### src/rtl/frame_tx_pkg.sv
// Shared types and constants for the frame transmit scheduler.
// Latency: n/a (declarations only).
// Backpressure: n/a.
package frame_tx_pkg;

    localparam int PIX_W = 12;
    localparam logic [PIX_W-1:0] SYNC_WORD_DEF = 12'hFFF;

    typedef enum logic [2:0] {
        IDLE,
        HDR_SYNC,
        HDR_SEQ,
        FETCH,
        CAPTURE,
        SEND,
        DONE
    } state_e;

endpackage

### src/rtl/frame_tx_scheduler_if.sv
// Frame buffer read port plus pixel stream towards the serialiser.
// Latency: rd_data is valid one cycle after rd_en.
// Backpressure: pix_valid/pix_ready; a word moves on any edge where both are high.
// Signals: rd_en/rd_addr (read strobe, word address), rd_data (pixel read back),
//          pix_data/pix_valid (word offered), pix_ready (serialiser accepts).
interface frame_tx_scheduler_if #(
    parameter int ADDR_W = 17
) ();
    logic                           rd_en;
    logic [ADDR_W-1:0]              rd_addr;
    logic [frame_tx_pkg::PIX_W-1:0] rd_data;
    logic [frame_tx_pkg::PIX_W-1:0] pix_data;
    logic                           pix_valid;
    logic                           pix_ready;

    // master: the scheduler; slave: frame buffer + serialiser side
    modport master (
        output rd_en, rd_addr, pix_data, pix_valid,
        input  rd_data, pix_ready
    );
    modport slave (
        input  rd_en, rd_addr, pix_data, pix_valid,
        output rd_data, pix_ready
    );
endinterface

### src/rtl/frame_pos_counter.sv
// Column/row/address counters walking the active window in raster order.
// Latency: load/advance take effect on the next clk edge.
// Backpressure: none; advances only when told to.
// Ports: load_i clears all counters, advance_i steps one pixel, width_i/height_i
//        are the latched frame size, addr_o is the read address, last_pixel_o
//        flags the final pixel of the window.
module frame_pos_counter #(
    parameter int ADDR_W     = 17,
    parameter int MAX_W_BITS = 10,
    parameter int MAX_H_BITS = 9
) (
    input  logic                  clk,
    input  logic                  rst_n,
    input  logic                  load_i,
    input  logic                  advance_i,
    input  logic [MAX_W_BITS-1:0] width_i,
    input  logic [MAX_H_BITS-1:0] height_i,
    output logic [ADDR_W-1:0]     addr_o,
    output logic                  last_pixel_o
);
    localparam logic [MAX_W_BITS-1:0] W_ONE = MAX_W_BITS'(1);
    localparam logic [MAX_H_BITS-1:0] H_ONE = MAX_H_BITS'(1);
    localparam logic [ADDR_W-1:0]     A_ONE = ADDR_W'(1);

    logic [MAX_W_BITS-1:0] col_q, col_d;
    logic [MAX_H_BITS-1:0] row_q, row_d;
    logic [ADDR_W-1:0]     addr_q, addr_d;
    logic                  col_last;

    assign col_last     = (col_q == width_i - W_ONE);
    assign last_pixel_o = col_last && (row_q == height_i - H_ONE);
    assign addr_o       = addr_q;

    always_comb begin
        col_d  = col_q;
        row_d  = row_q;
        addr_d = addr_q;
        if (load_i) begin
            col_d  = '0;
            row_d  = '0;
            addr_d = '0;
        end else if (advance_i) begin
            // Address is a free linear count, never rebuilt from row/col.
            addr_d = addr_q + A_ONE;
            if (col_last) begin
                col_d = '0;
                row_d = row_q + H_ONE;
            end else begin
                col_d = col_q + W_ONE;
            end
        end
    end

    always_ff @(posedge clk or negedge rst_n) begin
        if (!rst_n) begin
            col_q  <= '0;
            row_q  <= '0;
            addr_q <= '0;
        end else begin
            col_q  <= col_d;
            row_q  <= row_d;
            addr_q <= addr_d;
        end
    end
endmodule

### src/rtl/frame_tx_scheduler.sv
// Sends sync word, sequence number, then every window pixel of one frame.
// Latency: 3 cycles per pixel word (fetch, capture, send) plus stall cycles.
// Backpressure: a raised pix_valid holds word and valid until pix_ready, even on abort.
// Ports: start/abort control, cfg_width/cfg_height frame size (latched at start),
//        busy/frame_done status, bus = frame buffer read + pixel stream.
module frame_tx_scheduler
    import frame_tx_pkg::*;
#(
    parameter int               ADDR_W     = 17,
    parameter int               MAX_W_BITS = 10,
    parameter int               MAX_H_BITS = 9,
    parameter logic [PIX_W-1:0] SYNC_WORD  = SYNC_WORD_DEF
) (
    input  logic                  clk,
    input  logic                  rst_n,
    input  logic                  start,
    input  logic                  abort,
    input  logic [MAX_W_BITS-1:0] cfg_width,
    input  logic [MAX_H_BITS-1:0] cfg_height,
    output logic                  busy,
    output logic                  frame_done,
    frame_tx_scheduler_if.master  bus
);
    state_e                state_q, state_d;
    logic [MAX_W_BITS-1:0] width_q;
    logic [MAX_H_BITS-1:0] height_q;
    logic [PIX_W-1:0]      seq_q;
    logic [PIX_W-1:0]      pix_q;
    logic                  abort_pend_q, abort_pend_d;
    logic                  load, advance, last_pixel, xfer, abort_any;
    logic [ADDR_W-1:0]     addr;

    frame_pos_counter #(
        .ADDR_W    (ADDR_W),
        .MAX_W_BITS(MAX_W_BITS),
        .MAX_H_BITS(MAX_H_BITS)
    ) u_pos (
        .clk         (clk),
        .rst_n       (rst_n),
        .load_i      (load),
        .advance_i   (advance),
        .width_i     (width_q),
        .height_i    (height_q),
        .addr_o      (addr),
        .last_pixel_o(last_pixel)
    );

    // Outputs decode straight from state so reset clears them without a clock.
    assign bus.pix_valid = (state_q == HDR_SYNC) || (state_q == HDR_SEQ) || (state_q == SEND);
    assign bus.rd_en     = (state_q == FETCH);
    assign bus.rd_addr   = addr;
    assign busy          = (state_q != IDLE);
    assign frame_done    = (state_q == DONE);

    always_comb begin
        bus.pix_data = pix_q;
        if (state_q == HDR_SYNC)     bus.pix_data = SYNC_WORD;
        else if (state_q == HDR_SEQ) bus.pix_data = seq_q;
    end

    assign xfer      = bus.pix_valid && bus.pix_ready;
    // An abort seen while a word is held is remembered until that word leaves.
    assign abort_any = abort || abort_pend_q;

    always_comb begin
        state_d      = state_q;
        load         = 1'b0;
        advance      = 1'b0;
        abort_pend_d = abort_pend_q;
        if (state_q == IDLE)                          abort_pend_d = 1'b0;
        else if (bus.pix_valid && !xfer && abort)     abort_pend_d = 1'b1;

        case (state_q)
            IDLE: begin
                if (start) begin
                    load    = 1'b1;
                    state_d = HDR_SYNC;
                end
            end
            HDR_SYNC: begin
                if (xfer) state_d = abort_any ? IDLE : HDR_SEQ;
            end
            HDR_SEQ: begin
                if (xfer) begin
                    if (abort_any)                           state_d = IDLE;
                    else if (width_q == '0 || height_q == '0) state_d = DONE;
                    else                                     state_d = FETCH;
                end
            end
            FETCH:   state_d = abort ? IDLE : CAPTURE;
            CAPTURE: state_d = abort ? IDLE : SEND;
            SEND: begin
                if (xfer) begin
                    advance = 1'b1;
                    if (abort_any)       state_d = IDLE;
                    else if (last_pixel) state_d = DONE;
                    else                 state_d = FETCH;
                end
            end
            DONE:    state_d = IDLE;
            default: state_d = IDLE;
        endcase
    end

    always_ff @(posedge clk or negedge rst_n) begin
        if (!rst_n) begin
            state_q      <= IDLE;
            width_q      <= '0;
            height_q     <= '0;
            seq_q        <= '0;
            pix_q        <= '0;
            abort_pend_q <= 1'b0;
        end else begin
            state_q      <= state_d;
            abort_pend_q <= abort_pend_d;
            if (state_q == IDLE && start) begin
                width_q  <= cfg_width;
                height_q <= cfg_height;
            end
            if (state_q == CAPTURE) pix_q <= bus.rd_data;
            // 12-bit counter wraps 4095 -> 0 on its own.
            if (state_q == DONE)    seq_q <= seq_q + PIX_W'(1);
        end
    end
endmodule
### src/flat_wrapper.sv
// flat-port wrapper written by rule: the top's interface ports become plain ports
module frame_tx_scheduler_flat import frame_tx_pkg::*;
#(
    parameter int               ADDR_W     = 17,
    parameter int               MAX_W_BITS = 10,
    parameter int               MAX_H_BITS = 9,
    parameter logic [PIX_W-1:0] SYNC_WORD  = SYNC_WORD_DEF
)
  (clk, rst_n, start, abort, cfg_width, cfg_height, busy, frame_done, bus_rd_en, bus_rd_addr, bus_pix_data, bus_pix_valid, bus_rd_data, bus_pix_ready);
  frame_tx_scheduler_if #(.ADDR_W(ADDR_W)) bus_i ();
  input  logic clk;
  input  logic rst_n;
  input  logic start;
  input  logic abort;
  input  logic [MAX_W_BITS-1:0] cfg_width;
  input  logic [MAX_H_BITS-1:0] cfg_height;
  output logic busy;
  output logic frame_done;
  output wire logic [$bits(bus_i.rd_en)-1:0] bus_rd_en;
  output wire logic [$bits(bus_i.rd_addr)-1:0] bus_rd_addr;
  output wire logic [$bits(bus_i.pix_data)-1:0] bus_pix_data;
  output wire logic [$bits(bus_i.pix_valid)-1:0] bus_pix_valid;
  input wire logic [$bits(bus_i.rd_data)-1:0] bus_rd_data;
  input wire logic [$bits(bus_i.pix_ready)-1:0] bus_pix_ready;
  assign bus_rd_en = bus_i.rd_en;
  assign bus_rd_addr = bus_i.rd_addr;
  assign bus_pix_data = bus_i.pix_data;
  assign bus_pix_valid = bus_i.pix_valid;
  assign bus_i.rd_data = bus_rd_data;
  assign bus_i.pix_ready = bus_pix_ready;
  frame_tx_scheduler #(.ADDR_W(ADDR_W), .MAX_W_BITS(MAX_W_BITS), .MAX_H_BITS(MAX_H_BITS), .SYNC_WORD(SYNC_WORD)) u_core (.clk(clk), .rst_n(rst_n), .start(start), .abort(abort), .cfg_width(cfg_width), .cfg_height(cfg_height), .busy(busy), .frame_done(frame_done), .bus(bus_i));
endmodule
### config.mk
export PLATFORM = sky130hd
export DESIGN_NAME = frame_tx_scheduler_flat
export DESIGN_NICKNAME = d
export VERILOG_FILES = /design/src/rtl/frame_tx_pkg.sv /design/src/rtl/frame_tx_scheduler_if.sv /design/src/rtl/frame_pos_counter.sv /design/src/rtl/frame_tx_scheduler.sv /design/src/flat_wrapper.sv
export SDC_FILE = /design/constraint.sdc
export NUM_CORES = 1
export LEC_CHECK = 0
export BUFFER_PORTS_ARGS = -buffer_cell sky130_fd_sc_hd__buf_2
export CORE_ASPECT_RATIO = 1.5
export CORE_UTILIZATION = 28
export CTS_CLUSTER_DIAMETER = 60
export DETAILED_ROUTE_END_ITERATION = 10
export PLACE_DENSITY = 0.44
export SLEW_MARGIN = 20
export SYNTH_ARGS = -nofsm -noshare
export SYNTH_HDL_FRONTEND = slang
export SYNTH_SLANG_ARGS = --single-unit
### constraint.sdc
create_clock -name clk -period 3.38 [get_ports clk]
set_input_delay 0.676 -clock clk [delete_from_list [all_inputs] [get_ports clk]]
set_output_delay 0.676 -clock clk [all_outputs]
set_load 0.02 [all_outputs]
* Word-level counts from Yosys, hierarchy flattened
Index checks and enable logic that the tools add are counted.
Storage, ports and cells: register bits after elaboration 83, bits of input ports 36, output and inout bits 33
Cells by class: $add $sub $neg 6, equal/unequal tests 12, mux-type cells 28, reductions and logical operators 19
Operators with widths (count):
- two-way mux 17 bit | 2
- two-way mux 10 bit | 3
- two-way mux 3 bit | 10
- two-way mux 9 bit | 3
- two-way mux 12 bit | 2
- case mux 3 bit (6 select lines) | 1
- adder 17 x 1 -> 17 bit, second input constant | 1
- adder 12 x 1 -> 12 bit, second input constant | 1
- adder 10 x 1 -> 10 bit, second input constant | 1
- equality test 10 bit | 1
- zero test 10 bit | 1
- subtractor 10 x 1 -> 10 bit, second input constant | 1
- adder 9 x 1 -> 9 bit, second input constant | 1
- equality test 3 bit, second input constant | 3
- equality test 9 bit | 1
- zero test 9 bit | 1
- subtractor 9 x 1 -> 9 bit, second input constant | 1
- equality test 3 x 2 -> 1 bit, second input constant | 2
- two-way mux 1 bit | 6
- inequality test 2 x 1 -> 1 bit, second input constant | 3
- nonzero test 2 bit | 3
- logical AND 1 bit | 5
- logical OR 1 bit | 4
- AND reduction 4 bit | 1
- 7 further kinds | 7

* Logic depth before layout (Yosys ltp)
Gate-level depths: netlist of the first run.
depth after elaboration 9, depth in mapped cells 10, mapped depth without buffers 8

* Cells and area by module
Synthesis of the first run repeated with hierarchy kept, for this count alone.
Unflattened totals: cell total of the unflattened synthesis 473, area total of the unflattened synthesis 4744.6 µm²
Modules (own cells, without submodules):
- frame_pos_counter | times used 1, cells an instance 277, area an instance 2519.9 µm², sequential area each 900.9 µm²
- frame_tx_scheduler | times used 1, cells an instance 196, area an instance 2224.6 µm², sequential area each 1176.1 µm²

* Worst setup path before layout of the first run
Ideal clock, no wire load.
path kind reg2reg, start point reg u_core.width_q[2], end point reg u_core.state_q[0], library setup time 122 ps, arrival 2669 ps, data required time 3258 ps, path slack 590 ps, stages on the path, launching flop included 7, period minus slack after synthesis 2790 ps, cells stage by stage dfrtp_1 > or4_4 > or4_1 > a32o_1 > a211o_1 > or4_1 > a32o_1
Between the ends: cells in the longest elaborated chain, start to end 7
Ends and longest elaborated chain:
- start: declaration | RTL line frame_tx_scheduler.sv:25 | logic [MAX_W_BITS-1:0] width_q;
- start signal: assignment | RTL line frame_tx_scheduler.sv:117 | width_q <= cfg_width;
- subtractor 10 x 1 -> 10 bit | RTL line frame_pos_counter.sv:30 | assign col_last = (col_q == width_i - W_ONE);
- equality test 10 bit | RTL line frame_pos_counter.sv:30
- logical AND 1 bit | RTL line frame_pos_counter.sv:31 | assign last_pixel_o = col_last && (row_q == height_i - H_ONE);
- two-way mux 3 bit | RTL line frame_tx_scheduler.sv:96 | else if (last_pixel) state_d = DONE;
- two-way mux 3 bit | RTL line frame_tx_scheduler.sv:95 | if (abort_any) state_d = IDLE;
- two-way mux 3 bit | RTL line frame_tx_scheduler.sv:93 | if (xfer) begin
- case mux 3 bit (6 select lines) * | RTL line frame_tx_scheduler.sv:73 | case (state_q)
- end signal: assignment | RTL line frame_tx_scheduler.sv:114 | state_q <= state_d;
- end: declaration | RTL line frame_tx_scheduler.sv:24 | state_e state_q, state_d;
Mark *: on every way between the ends. The rest lies on a longest branch, timed or not. The select of a mux whose other input is x is not followed. A chain may end at the register's enable or synchronous reset.

* Final worst setup path of the first run
start point reg u_core.width_q[2], end point reg u_core.u_pos.row_q[0]
Between the ends: cells in the longest elaborated chain, start to end 4
Ends and longest elaborated chain:
- subtractor 10 x 1 -> 10 bit | RTL line frame_pos_counter.sv:30
- equality test 10 bit | RTL line frame_pos_counter.sv:30
- nonzero test 2 bit (no source line)
- AND reduction 2 bit (no source line)
- end signal: assignment | RTL line frame_pos_counter.sv:61 | row_q <= row_d;
- end: declaration | RTL line frame_pos_counter.sv:26 | logic [MAX_H_BITS-1:0] row_q, row_d;
Every way passes these cells.

==> metrics.md, run 1 <==
| Metric | Value |
|---|---|
| Place WS | `~0.30 ns` |
| Pin count of the biggest net entering global routing | `43` |
| TritonCTS clock tree | `yes` |
| Slew margin rel. | `53.1%` |
| Sequential share of the synthesized area | `between 40% and 50%` |
| Global-route wire length before repair | `between 15 and 20 mm` |
| Commonest cells after routing, fill and taps aside | `dfrtp_1 (83), buf_2 (67), nor2_1 (50)` |
| Worst VDD drop | `549 uV` |
| Final Power | `4.12 mW` |
| CP max stage cell | `or4_4` |
| Post-DP HPWL | `~8.5 mm` |
| Cells after Synth | `485` |
| Cell Rows | `56` |
| Post-synth EDFFs | `0` |
| Yosys cell types | `49` |
| Number of max-cap violations | `0` |
| Clk pwr share | `a little over a quarter` |
| Seq cells post-synth | `83` |
| Critical path class | `flip-flop to flip-flop` |
| DR vias/cell | `about 5.1` |
| Worst skew pair latency | `~0.34 ns` |
| GPL Wtd Cong | `roughly 0.8` |
| Met3 global-route usage | `2.50%` |
| Area after DPL | `5140 um2` |
| Data required time of the worst path | `~3.7 ns` |
| Highest achievable clock rate | `about 0.32 GHz` |
| Avg Synthesized Cell Area | `9.45 um2` |
| Most used routing layer | `met2` |
| Setup TNS | `0 ns` |
| I/O Buffers | `between 60 and 70` |
| YS warnings | `0` |
| Final Setup Violations | `0` |
| Reg2reg end | `u_core.u_pos.row_q[0]$_DFFE_PN0P_` |
| Sequential power share | `roughly 35%` |
| Root buffer cell | `clkbuf_16` |
| CTS Buf Count | `9` |
| Met1 GRT Util | `17.3%` |
| Post-cts sizing count | `0` |
| Die width | `approximately 110 um` |
| CP Cell Sequence | `or4_4 > or4_1 > a32o_1 > a211o_1 > buf_4 > nor2_1 > mux2i_1` |
| Clock transition at the registers of the reported paths | `about 0.060 ns` |
| Unrepaired setup endpoints after global routing | `false` |
| Worst Setup End Kind | `flip-flop` |
| DRT iter0 DRCs | `143` |
| Number of H-tree levels | `3` |
| TritonCTS Sinks | `83` |
| Area Growth Syn to Fin | `19.1%` |
| Hold Path Class | `input port to asynchronous set/reset pin` |
| Antenna Nets Post-Route | `0` |
| Layout cell share with drive strength beyond 1 | `about a quarter` |
| Residual DRC | `0` |
| Synthesized area | `4580 um2` |
| Fin. max-slew vios | `0` |
| Worst-case reg-to-reg path depth | `7` |
| Total internal power | `2.53 mW` |
| Die height | `~160 um` |
| Outcome | `finished clean` |
| Routed WL per cell | `about 16 um` |
| Synth async-reset ratio | `100%` |
| Routed WL | `11.7 mm` |
| Switching Share | `between 30% and 40%` |
| Syn Nets | `~530` |
| Detailed-route via count | `roughly 3800` |
| CP startpoint kind | `flip-flop` |
| Fin crit share | `about nine tenths` |
| Longest Clk Path Bufs | `2` |
| DRT Pass-1 Iters | `4` |
| Core footprint | `about 16000 um2` |
| Most common cell after layout, fill and taps aside | `dfrtp_1` |
| Slew at the pin closest to its max-slew limit | `~0.7 ns` |
| Gate power share | `38.5%` |
| Hold buffer count at CTS | `0` |
| Ant. Diodes | `0` |
| Initial antenna violation count | `1` |
| Final Critical Period | `between 3 and 4 ns` |
| Final setup margin | `between 0.2 and 0.3 ns` |
| Final setup skew | `0.00592 ns` |
| Design Area, Final | `5460 um2` |
| Multi-input logic area | `roughly 2400 um2` |
| IO Pins | `between 60 and 70` |
| Crit path arrival time | `between 3 and 4 ns` |
| Crit Path Max Fanout | `14` |
| DIE AREA | `~17000 um2` |
| FF/Latch Area | `2080 um2` |
| Top_reg_cell synth | `dfrtp_1` |
| Buffer count from post-CTS setup fixing | `0` |
| Initial Util | `a little under 30%` |
| Setup slack, reg-to-reg | `approximately 0.30 ns` |
| Net Switching | `roughly 1.6 mW` |
| Pleak | `2.44 nW` |
| FF-to-FF Start | `u_core.width_q[2]$_DFFE_PN0P_` |
| Met2 Use GR | `25.0%` |
| Overall global routing resource usage | `14.6%` |
| Nets | `~600` |
| GR Overflow Total | `0` |
| Fillers | `1686` |
| Max incr delay on CP | `between 0.5 and 0.6 ns` |
| Hold WS | `between 0.3 and 0.4 ns` |
| Vias in the first global route | `approximately 3900` |
| Count of final hold-check violations | `0` |
| PD cells | `755 nW/um2` |
==> cell type report <==
class                   instances  share of cell area, %
flip-flops and latches         83                   38.1
well taps                     203                   4.65
clock inverters                 5                   1.42
multi-input cells             363                   43.1
clock buffers                  10                   4.38
inverters                      14                  0.963
repair buffers                 76                   7.38
==> sequential cells by signal, indices dropped and copies added, names as in the netlist <==
signal,flops
u_core.seq_q,12
u_core.state_q,3
u_core.u_pos.row_q,9
u_core.height_q,9
u_core.u_pos.col_q,10
u_core.pix_q,12
u_core.u_pos.addr_o,17
u_core.abort_pend_q,1
u_core.width_q,10
==> metal layers <==
metal  wire (um)  share of wire, %
met1        5070                43
met2        5930                51
met3         438               3.7
met4         259               2.2
met5           0                 0
==> cell usage after synthesis (3+ instances only) <==
master,n,share of area (%)
xnor2_1,28,5.3
or2_2,4,0.55
or3_1,9,1.2
a31oi_1,7,0.96
nand3_1,22,2.4
o31ai_1,3,0.49
and2_1,3,0.41
nor4_1,6,0.82
o21bai_1,3,0.49
nand2b_1,3,0.41
xor2_1,20,3.8
a21oi_1,31,3.4
o21ai_0,22,2.4
nor3b_1,3,0.49
nor2b_1,4,0.55
and3_1,12,1.6
nor2_1,50,4.1
clkbuf_1,24,2.0
dfrtp_1,83,45
nand4_1,11,1.5
o22ai_1,17,2.3
ha_1,6,1.6
mux2_2,28,6.9
nand2_1,31,2.5
inv_1,14,1.1
nor3_1,9,0.98
or4_1,4,0.66
==> power groups by stage <==
stage	sequential (mW)	clock (mW)	combinational, mW
3_3_place_gp	1.48	0	1.58
5_1_grt	1.51	1.14	1.75
6_report	1.46	1.07	1.59
2_1_floorplan	1.36	0	1.22
4_1_cts	1.47	1.10	1.61
3_5_place_dp	1.48	0	1.60
==> stage by stage <==
step / util [%] / instances
floorplan: - / 485
global placement: 32.5 / 739
detailed placement: 32.5 / 739
CTS: 34.5 / 754
global route: 34.5 / 754
finish: 34.5 / 754
==> critical path: cells and delay by family, from the launching register on <==
family	cells	cell delay, ns
AOI/OAI and AO/OA	2	0.66
buffers and inverters	1	0.25
DFF	1	0.45
muxes	1	0.24
and+or+nand+nor	3	1.41
==> logic make-up (layout without fill, tap and decap cells) <==
| group | Yosys count | in the layout | synth area share, % |
|---|---|---|---|
| flops | 83 | 83 | 45.3 |
| buf+inv | 39 | 105 | 3.36 |
| fa+ha+maj | 6 | 6 | 1.64 |
| xor+xnor | 48 | 48 | 9.17 |
| compound gates | 100 | 100 | 13.4 |
| simple gates | 179 | 179 | 19.8 |
| mux | 30 | 30 | 7.31 |
==> worst max path at each step <==
stage	cells after the start	to	slack, ns	startpoint
5_1_grt	7	u_core.u_pos.row_q[0]$_DFFE_PN0P_	0.15	u_core.width_q[2]$_DFFE_PN0P_
6_report	7	u_core.u_pos.row_q[0]$_DFFE_PN0P_	0.30	u_core.width_q[2]$_DFFE_PN0P_
4_1_cts	7	u_core.u_pos.row_q[0]$_DFFE_PN0P_	0.28	u_core.width_q[2]$_DFFE_PN0P_
3_3_place_gp	7	u_core.u_pos.row_q[0]$_DFFE_PN0P_	0.34	u_core.width_q[2]$_DFFE_PN0P_
2_1_floorplan	6	u_core.state_q[0]$_DFFE_PN0P_	0.59	u_core.width_q[2]$_DFFE_PN0P_
3_5_place_dp	7	u_core.u_pos.row_q[0]$_DFFE_PN0P_	0.30	u_core.width_q[2]$_DFFE_PN0P_
No activity file was read; power rests on OpenSTA's default activity.
==> run 2: changes to the inputs <==
PLACE_DENSITY = 0.46   (was 0.44)
clock period = 2.8 ns   (was 3.38 ns; I/O delays follow)
==> run 2 against run 1 <==
  * Non-clock buffer count is 16 higher
  * Global-route usage is 0.19 points lower
  * Via count is 1.1% higher
  * Setup slack worse by 0.32 ns
  * The run now ends with negative setup slack left
  * First-iteration DRC count is 12% higher
  * Combinational power is 34% higher
  * Clock power is 15% higher
  * Final cell count is 2.1% higher
  * Critical path depth is 1 lower
==> metrics.md, run 2 (synthesis results as in run 1) <==
| Metric | Value |
|---|---|
| Met3 global-route usage | `under 10%` |
| Most common cell after layout, fill and taps aside | `dfrtp_1` |
| DRT Pass-1 Iters | `4` |
| Detailed-route via count | `a little under 4000` |
| Total internal power | `slightly above 3 mW` |
| Residual DRC | `0` |
| FF-to-FF Start | `u_core.width_q[4]$_DFFE_PN0P_` |
| Data required time of the worst path | `3.02 ns` |
| CP Cell Sequence | `or4_4 > or4_4 > a32o_1 > a211o_4 > or4_4 > a32o_1` |
| Worst-case reg-to-reg path depth | `6` |
| Pin count of the biggest net entering global routing | `47` |
| Slew margin rel. | `around three fifths` |
| CP startpoint kind | `flip-flop` |
| I/O Buffers | `between 60 and 70` |
| Core footprint | `15800 um2` |
| Clk pwr share | `24.3%` |
| Sequential power share | `approximately 34%` |
| Fin crit share | `101%` |
| Area after DPL | `approximately 5300 um2` |
| Most frequent CP cell | `or4_4` |
| Initial antenna violation count | `0` |
| Number of max-cap violations | `0` |
| TritonCTS Sinks | `83` |
| Final Setup Violations | `1` |
| Crit Path Max Fanout | `7` |
| Post-DP HPWL | `8.57 mm` |
| Max incr delay on CP | `~0.54 ns` |
| Met2 Use GR | `approximately a quarter` |
| Ant. Diodes | `0` |
| Area Growth Syn to Fin | `22.4%` |
| Global-route wire length before repair | `just under 20 mm` |
| Worst VDD drop | `731 uV` |
| Root buffer cell | `clkbuf_16` |
| Slew at the pin closest to its max-slew limit | `0.571 ns` |
| Count of final hold-check violations | `0` |
| Commonest cells after routing, fill and taps aside | `dfrtp_1 (83), buf_2 (67), nor2_1 (50)` |
| Final setup skew | `0.00594 ns` |
| Failing checks | `negative setup slack` |
| Final Critical Period | `~2.8 ns` |
| Gate power share | `between 40% and 50%` |
| Routed WL per cell | `roughly 15 um` |
| Met1 GRT Util | `17.5%` |
| WP buf/inv | `0` |
| Worst skew pair latency | `about 0.34 ns` |
| DR vias/cell | `between 5 and 6` |
| DRT iter0 DRCs | `160` |
| Reg2reg end | `u_core.state_q[0]$_DFFE_PN0P_` |
| Die width | `106 um` |
| Hold Path Class | `input port to asynchronous set/reset pin` |
| Fillers | `~1700` |
| Setup TNS | `-0.0224 ns` |
| Overall global routing resource usage | `around 14%` |
| DIE AREA | `16900 um2` |
| PD cells | `900 nW/um2` |
| Outcome | `finished, violations left` |
| Unrepaired setup endpoints after global routing | `true` |
| IO Pins | `69` |
| Longest Clk Path Bufs | `2` |
| Nets | `just over 600` |
| Most used routing layer | `met2` |
| Final setup margin | `-0.0224 ns` |
| CTS Buf Count | `9` |
| GPL Wtd Cong | `approximately 0.78` |
| Vias in the first global route | `3938` |
| Cell Rows | `56` |
| Antenna Nets Post-Route | `0` |
| Clock transition at the registers of the reported paths | `about 0.06 ns` |
| Layout cell share with drive strength beyond 1 | `a little over a quarter` |
| Highest achievable clock rate | `0.354 GHz` |
| Routed WL | `around 12 mm` |
| Die height | `159 um` |
| Max reg flops | `17` |
| GR Overflow Total | `0` |
| Fin. max-slew vios | `0` |
| Net Switching | `1.96 mW` |
| Switching Share | `about two fifths` |
| Worst Setup End Kind | `flip-flop` |
| Setup slack, reg-to-reg | `-0.02 ns` |
| Critical path class | `flip-flop to flip-flop` |
| Design Area, Final | `5610 um2` |
| Hold buffer count at CTS | `0` |
| Number of H-tree levels | `3` |
| Initial Util | `a little under 30%` |
| Family with the most delay on the worst path | `simple AND/OR/NAND/NOR gates` |
| TritonCTS clock tree | `yes` |
| Pleak | `between 2 and 3 nW` |
| CP max stage cell | `or4_4` |
| Crit path arrival time | `3.05 ns` |
run 2: changes by cell type in the layout (fill, tap and decap cells not counted), sizes merged:
| cell | delta |
|---|---|
| buf | +16 |
| bufinv | -1 |
| clkbuf | +1 |
| clkinv | -1 |
| clkinvlp | +1 |
run 2: cell type report:
cell class	count	area, um2	share of cell area, %
clock inverters	4	50.0	0.892
inverters	14	52.6	0.936
clock buffers	11	253	4.50
repair buffers	92	536	9.54
well taps	203	254	4.53
multi-input cells	363	2390	42.6
flip-flops and latches	83	2080	37.0
run 2: stage by stage:
stage	hold WS (ns)	setup slack [ns]	instances	utilization [%]	power, mW
detailed placement	0.467	-0.100	752	33.2	3.82
CTS	0.214	0.00827	769	35.2	5.09
floorplan	0.264	0.00960	485	-	3.12
global route	0.236	-0.0575	770	35.4	5.40
finish	0.199	-0.0224	770	35.4	5.05
global placement	0.461	-0.0366	752	33.2	3.78
run 2: worst max path at each step:
| stage | endpoint | cells past startpoint | startpoint |
|---|---|---|---|
| 3_5_place_dp | u_core.state_q[0]$_DFFE_PN0P_ | 6 | u_core.width_q[2]$_DFFE_PN0P_ |
| 3_3_place_gp | u_core.state_q[0]$_DFFE_PN0P_ | 6 | u_core.width_q[2]$_DFFE_PN0P_ |
| 2_1_floorplan | u_core.state_q[0]$_DFFE_PN0P_ | 6 | u_core.width_q[2]$_DFFE_PN0P_ |
| 6_report | u_core.state_q[0]$_DFFE_PN0P_ | 6 | u_core.width_q[4]$_DFFE_PN0P_ |
| 5_1_grt | u_core.state_q[0]$_DFFE_PN0P_ | 6 | u_core.width_q[3]$_DFFE_PN0P_ |
| 4_1_cts | u_core.state_q[0]$_DFFE_PN0P_ | 6 | u_core.width_q[4]$_DFFE_PN0P_ |
run 2: per-layer routing:
metal	vias up	wire length, um
li1	1893	-
met1	1919	5080
met2	56	6110
met3	10	318
met4	0	124
met5	-	0
run 2: power by group through the flow:
stage          sequential [mW]  clock, mW  combinational (mW)
5_1_grt                   1.73       1.31                2.36
6_report                  1.69       1.23                2.13
4_1_cts                   1.70       1.26                2.13
2_1_floorplan             1.64          0                1.48
3_5_place_dp              1.71          0                2.10
3_3_place_gp              1.70          0                2.08
run 2: timing repair:
item                       CTS  global route
pin swaps                    3             6
gates resized for setup      2             6
setup endpoints to repair    8             9
setup buffers                2             1
